$ cat config.mk
export PLATFORM = sky130hd
export DESIGN_NAME = matrix_scan_sched
export DESIGN_NICKNAME = d
export VERILOG_FILES = /design/src/rtl/matrix_scan_sched.sv
export SDC_FILE = /design/constraint.sdc
export NUM_CORES = 1
export LEC_CHECK = 0
export CORE_UTILIZATION = 35
export CTS_CLUSTER_DIAMETER = 60
export DETAILED_ROUTE_END_ITERATION = 10
export PLACE_DENSITY = 0.77
export REMOVE_ABC_BUFFERS = 1
export SYNTH_ARGS = -nofsm -noshare
export SYNTH_HDL_FRONTEND = slang
export SYNTH_SLANG_ARGS = --single-unit
$ cat constraint.sdc
create_clock -name CLK -period 1.63 [get_ports CLK]
set_input_delay 0.4075 -clock CLK [delete_from_list [all_inputs] [get_ports CLK]]
set_output_delay 0.4075 -clock CLK [all_outputs]
set_load 0.05 [all_outputs]
$ cat src/rtl/matrix_scan_sched.sv
// matrix_scan_sched: frame-boundary arbitration and row/digit scan mux for the 8x8 RGB matrix and 4-digit 7-seg display
module matrix_scan_sched #(
  parameter int CLK_HZ  = 50_000_000,
  parameter int SCAN_HZ = 10_000,
  parameter int N_SRC   = 4
) (
  input  logic                CLK,
  input  logic                RST_N,
  input  logic [N_SRC-1:0]    SRC_REQ,
  input  logic [8*N_SRC-1:0]  SRC_R,
  input  logic [8*N_SRC-1:0]  SRC_G,
  input  logic [8*N_SRC-1:0]  SRC_B,
  input  logic [28*N_SRC-1:0] SRC_SEG,
  output logic [N_SRC-1:0]    SRC_GNT,
  output logic [2:0]          ROW_IDX,
  output logic                FRAME_START,
  output logic [7:0]          DATA_R,
  output logic [7:0]          DATA_G,
  output logic [7:0]          DATA_B,
  output logic [3:0]          COMM,
  output logic [3:0]          COM,
  output logic [6:0]          SEG
);
  localparam int DIV = CLK_HZ / SCAN_HZ;
  localparam int DW = DIV > 2 ? $clog2(DIV) : 1;
  localparam logic [N_SRC-1:0] ONE = 1;
  logic [DW-1:0] div;
  logic [1:0] dig;
  logic upd, tick, own;
  logic [N_SRC-1:0] win;
  logic [7:0] r_sel, g_sel, b_sel;
  logic [6:0] seg_sel;
  assign tick = div == DW'(DIV - 1);
  // a granted source that has dropped its request is shown as blank until re-arbitrated
  always_comb begin
    win = '0;
    own = 1'b0;
    r_sel = '1;
    g_sel = '1;
    b_sel = '1;
    seg_sel = '1;
    for (int i = 0; i < N_SRC; i++) begin
      if (SRC_REQ[i]) win = ONE << i;
      if (SRC_GNT[i]) begin
        own = SRC_REQ[i];
        r_sel = SRC_R[8*i +: 8];
        g_sel = SRC_G[8*i +: 8];
        b_sel = SRC_B[8*i +: 8];
        seg_sel = SRC_SEG[28*i + 7*dig +: 7];
      end
    end
  end
  always_ff @(posedge CLK or negedge RST_N) begin
    if (!RST_N) begin
      div <= '0;
      dig <= '0;
      upd <= 1'b0;
      ROW_IDX <= '0;
      SRC_GNT <= '0;
      FRAME_START <= 1'b0;
      DATA_R <= '1;
      DATA_G <= '1;
      DATA_B <= '1;
      COMM <= '0;
      COM <= '1;
      SEG <= '1;
    end else begin
      div <= tick ? '0 : div + 1'b1;
      upd <= tick;
      FRAME_START <= tick && ROW_IDX == 3'd7;
      if (tick) begin
        ROW_IDX <= ROW_IDX + 1'b1;
        dig <= dig + 1'b1;
        DATA_R <= '1;
        DATA_G <= '1;
        DATA_B <= '1;
        if (ROW_IDX == 3'd7) SRC_GNT <= win;
      end else if (upd) begin
        DATA_R <= own ? r_sel : '1;
        DATA_G <= own ? g_sel : '1;
        DATA_B <= own ? b_sel : '1;
        COMM <= own ? {1'b1, ROW_IDX} : 4'b0000;
        COM <= own ? ~(4'b0001 << dig) : 4'b1111;
        SEG <= own ? seg_sel : '1;
      end
    end
  end
endmodule
== Word level (Yosys, flattened, before mapping) ==
Cells that the tools add are included.

* Add/sub/neg operators: 6
* Multiply operators: 1
* Eq/ne operators: 2
* Shift operators: 5
* Multiplexer cells: 37
* Bitwise logic cells: 2
* Reduce and logical (&&, ||, !) cells: 4

{| class="wikitable"
|+ Operator list
! cell !! count
|-
| 8-bit 2-to-1 mux || 21
|-
| 112-bit by 6-bit indexed part select with 7-bit output || 1
|-
| 112-bit by 7-bit indexed part select with 7-bit output || 1
|-
| 112-bit by 8-bit indexed part select with 7-bit output || 1
|-
| 112-bit by 9-bit indexed part select with 7-bit output || 1
|-
| 7-bit 2-to-1 mux || 5
|-
| 4-bit 2-to-1 mux || 4
|-
| 13-bit by 1-bit adder with 13-bit output (second input constant) || 1
|-
| 13-bit == test (second input constant) || 1
|-
| 13-bit 2-to-1 mux || 1
|-
| 7-bit by 5-bit adder with 8-bit output (first input constant) || 1
|-
| 6-bit by 5-bit adder with 7-bit output (first input constant) || 1
|-
| 5-bit by 5-bit adder with 6-bit output (first input constant) || 1
|-
| 3-bit by 2-bit multiplier with 5-bit output (first input constant) || 1
|-
| 1-bit 2-to-1 mux || 5
|-
| 4-bit inverter || 1
|-
| 2-bit AND reduction || 2
|-
| 1-bit by 2-bit << shifter with 4-bit output (first input constant) || 1
|-
| 3-bit by 1-bit adder with 3-bit output (second input constant) || 1
|-
| 3-bit == test (second input constant) || 1
|-
| 2-bit by 1-bit adder with 2-bit output (second input constant) || 1
|-
| 2-bit 2-to-1 mux || 1
|-
| 2-bit nonzero test || 1
|-
| 1-bit logical AND || 1
|-
| 1-bit inverter || 1
|}

* Register bits after elaboration: 63
* Input port bits: 214
* Output and inout bits: 47
* Word-level logic and storage cells: 69

== Logic depth before layout (Yosys ltp) ==
* Depth after elaboration: 7
* Gate-level depth with buffers: 7

== Least setup slack after synthesis ==
Ideal clock, no wire load.

* Kind: register to register
* Start point: register SRC_GNT[1]
* End point: register DATA_B[4]
* Arrival: 1699 ps
* Slack: -141 ps
* Stages on the path, launching flop included: 7
* Period minus slack after synthesis: 1771 ps
* Cell sequence: dfrtp_1 buf_6 a211o_1 o2111ai_4 buf_6 a21oi_1 o21ai_1

* Word-level cells in the longest chain between the ends: 6
* Elaborated cells between the ends (all ways): 9

{| class="wikitable"
|+ Ends and longest elaborated chain
! what !! line !! text
|-
| start: declaration || 14 || <nowiki>output logic [N_SRC-1:0] SRC_GNT,</nowiki>
|-
| start signal: assignment || 77 || <nowiki>if (ROW_IDX == 3'd7) SRC_GNT <= win;</nowiki>
|-
| 8-bit 2-to-1 mux or 1-bit 2-to-1 mux (tied branches) (3 in a row) || 44 || <nowiki>if (SRC_GNT[i]) begin</nowiki>
|-
| 8-bit 2-to-1 mux * || 81 || <nowiki>DATA_B <= own ? b_sel : '1;</nowiki>
|-
| 8-bit 2-to-1 mux * || 78 || <nowiki>end else if (upd) begin</nowiki>
|-
| 8-bit 2-to-1 mux * || 71 || <nowiki>if (tick) begin</nowiki>
|-
| end signal: assignment || 81 ||
|-
| end: declaration || 19 || <nowiki>output logic [7:0] DATA_B,</nowiki>
|}

Every way passes the cells marked *; elsewhere a longest branch is shown, timed or not. The select of a mux whose other input is x is not followed.
A chain may end at the register's enable or synchronous reset.

== Worst setup path after layout ==
* Start point: register SRC_GNT[1]
* End point: register DATA_R[0]

* Word-level cells in the longest chain between the ends: 6
* Elaborated cells between the ends (all ways): 9

{| class="wikitable"
|+ Ends and longest elaborated chain
! what !! line !! text
|-
| 8-bit 2-to-1 mux or 1-bit 2-to-1 mux (tied branches) (3 in a row) || 44 ||
|-
| 8-bit 2-to-1 mux * || 79 || <nowiki>DATA_R <= own ? r_sel : '1;</nowiki>
|-
| 8-bit 2-to-1 mux * || 78 ||
|-
| 8-bit 2-to-1 mux * || 71 ||
|-
| end signal: assignment || 79 ||
|-
| end: declaration || 17 || <nowiki>output logic [7:0] DATA_R,</nowiki>
|}

Marked as above.

==> impl_metrics.ini <==
[outcome]
run_status = finished, violations left
failed_checks = negative setup slack

[finish]
nets = 998
fill_cells = 963
stdcell_count = 954
antenna_cells = 0
area_growth_pct = 89.3
drive_gt1_frac = 0.252

[global_routing]
first_global_vias = 5011
grt_pass1_wl_um = 25400
grt_max_degree = 64
track_usage = 0.249
antenna_found_initial = 0
grt-ovfl-total = 0

[timing]
drv_slew = 0
finalWorstSetupSlack_ns = -0.0293
tightest_slew_ns = 0.460
slew_headroom = 0.692
setup_viol = 4
post-route-min-period_ns = 1.66
hold_viol = 0
skew_ns = 0.00653
min_period_over_period = 1.02
fmax_mhz = 603
rsz0062_at_grt = true

[power]
p_comb_frac = 0.212
vdd_ir_drop_max_uv = 601
p_int_mw = 3.55
seq_power_share = 0.347
p_sw_frac = 0.223
switchingPower_mw = 1.02
power_frac_clock = 0.441
p_per_area_nw_per_um2 = 523
leakagePower_nw = 3.43

[flow_run]
maxCapViolCount = 0

[die]
die_w_um = 117
core_um2 = 12700
die_h_um = 117
rows = 41
die_area_um2 = 13600
top_level_ports = 261
start_util = 0.362

[min_path]
holdCritPathClass = in2async

[critical_path]
critPathLaunchType = register
startpoint = SRC_GNT[1]$_DFFE_PN0P_
crit_chain = buf_6, a211o_4, o2111ai_4, buf_12, buf_16, a21oi_1, o21ai_1
r2r-start = SRC_GNT[1]$_DFFE_PN0P_
slowest_delay_ns = 0.40
critPathRequiredTime_ns = 1.88
crit_path_end_kind = register
arrival_ns = 1.91
crit_fanout = 6
worst_path_max_delay_cell = dfrtp_1
critPathKind = reg2reg

[synth]
synth_cell_type_count = 46
synth_top_area_share = 0.200
yosys.area.top_type = dfstp_2
ys_ff_latch = 63
synth_top_flop_cell = dfstp_2
synth.yosys.seq_area_share = 0.352
syn_avg_cell_area_um2 = 9.11
synthArstFlopShare = 1.00
synthCells = 506
yosys_warnings = 0
synth_area_leaders = dfstp_2 (20%), dfrtp_1 (15%), mux2i_1 (9.6%)
synth_edf_count = 0
synth.cell_area_um2 = 4610

[routing]
drtIter0Drc = 323
wl_met1_um = 6520
dr.pass1.iters = 4
wl_per_cell_um = 18.4
top_layer_used = met4
drc = 0
ant_nets = 0
finalWirelength_um = 17600
wl_met2_um = 9200
wl_met3_um = 1140
num_vias = 5019
routed_via_density = 5.26

[clocking]
cts_sinks = 63
clkTransAtPathRegs_ns = 0.06
cts-root-buf = clkbuf_16
tritoncts = yes
numCtsBuffers = 9
worstSkewPairLatency_ns = 0.33
htree_num_levels = 3
clockBufferDepth = 2

[placement]
dp_slack_ns = -0.484
hpwl_um = 13100
port_buffers = 260
post-place-cells = 924
gp_congestion = 0.872
## logic make-up after synthesis
kind of cell / share of synthesized area
compound gates: 0.202
xor+xnor: 0.0190
fa+ha+maj: 0.0190
buf+inv: 0.0548
flops: 0.352
mux: 0.142
simple gates: 0.211
## cells in the final DEF (no fill, tap or decap), types with 25 or more instances in the layout
cell and count:
a21oi_1 60, buf_12 58, clkdlybuf4s50_1 210, dfstp_2 35, mux2i_1 44, nand2_1 27, nor2_1 31, nor2b_1 25
nor3b_1 25
## metrics by stage
step / hold WS (ns) / instance area [um2] / power [mW] / utilization / TNS (ns)
after floorplan: 0.112 / 4380 / 1.84 / - / -42.50
after global placement: 0.434 / 7990 / 2.48 / 0.628 / -13.27
after detailed placement: 0.445 / 7990 / 2.50 / 0.628 / -15.64
after CTS: 0.0979 / 8460 / 4.55 / 0.665 / -0.354
after global routing: 0.101 / 8730 / 4.74 / 0.686 / -1.18
final: 0.0831 / 8730 / 4.56 / 0.686 / -0.0510
## state kept, by name, summed over array words and instances (netlist names)
| name | count |
|---|---|
| COM | 4 |
| div | 13 |
| DATA_G | 8 |
| SEG | 7 |
| dig | 2 |
| upd | 1 |
| DATA_R | 8 |
| FRAME_START | 1 |
| DATA_B | 8 |
| ROW_IDX | 3 |
| SRC_GNT | 4 |
| COMM | 4 |
## area by class of cell
class / instances / area [um2] / share of cell area
Timing Repair Buffer: 304 / 3630 / 0.416
Multi-Input combinational cell: 394 / 2910 / 0.334
Tap cell: 172 / 215 / 0.0247
Clock inverter: 6 / 85.1 / 0.00975
Clock buffer: 10 / 229 / 0.0262
Inverter: 5 / 23.8 / 0.00272
Sequential cell: 63 / 1630 / 0.187
## cells in the mapped netlist, types with 2 or more instances
library cell / count
a21oi_1: 73
a22oi_1: 14
a31oi_1: 11
and2_1: 4
and3_1: 5
and3b_1: 3
buf_1: 2
buf_2: 10
buf_4: 2
buf_6: 6
clkbuf_1: 23
dfrtp_1: 28
dfstp_2: 35
ha_1: 7
inv_1: 4
mux2_2: 5
mux2i_1: 44
mux4_2: 7
nand2_1: 27
nand2b_1: 25
nand4_1: 9
nor2_1: 31
nor2b_1: 26
nor3b_1: 25
o21ai_0: 9
o21ai_1: 20
o31ai_1: 24
xnor2_1: 7
xor2_1: 3
## power groups by stage
stage               Clock, mW  Combinational [mW]  Sequential [mW]
floorplan                   0               0.185             1.65
global placement            0               0.877             1.61
detailed placement          0               0.898             1.61
CTS                      2.05               0.916             1.58
global route             2.13                1.03             1.58
finish                   2.01               0.965             1.59
## layer usage
layer / vias up / track usage
li1: 2378 / -
met1: 2388 / 0.269
met2: 215 / 0.462
met3: 38 / 0.0451
met4: 0 / 0.127
met5: - / 0
## final timing paths
kind	to	slack (ns)	cells past startpoint
worst max register to register	DATA_R[0]$_DFFE_PN1P_	-0.03	7
max in group asynchronous	SEG[3]$_DFFE_PN1P_	1.21	2
worst min register to register	div[9]$_DFF_PN0_	0.48	1
worst min-delay path	SRC_GNT[3]$_DFFE_PN0P_	0.08	2
worst max-delay path	DATA_R[0]$_DFFE_PN1P_	-0.03	7
min in group CLK	div[9]$_DFF_PN0_	0.48	1
## worst max-delay path: cells and delay by family, from the launching register on
kind                   cells  cell delay, ns
AOI/OAI and AO/OA          4            0.77
buffers and inverters      3            0.42
DFF                        1            0.40
## timing repair
item | CTS | global route
buffers inserted | 4 | 7
hold endpoints to repair | 0 | 0
endpoints found under the setup margin | 35 | 47
pin swaps | 23 | 19
gates cloned | 2 | 2
hold buffers | 0 | 0
resized for setup | 19 | 41
(Power assumes the default switching activity.)
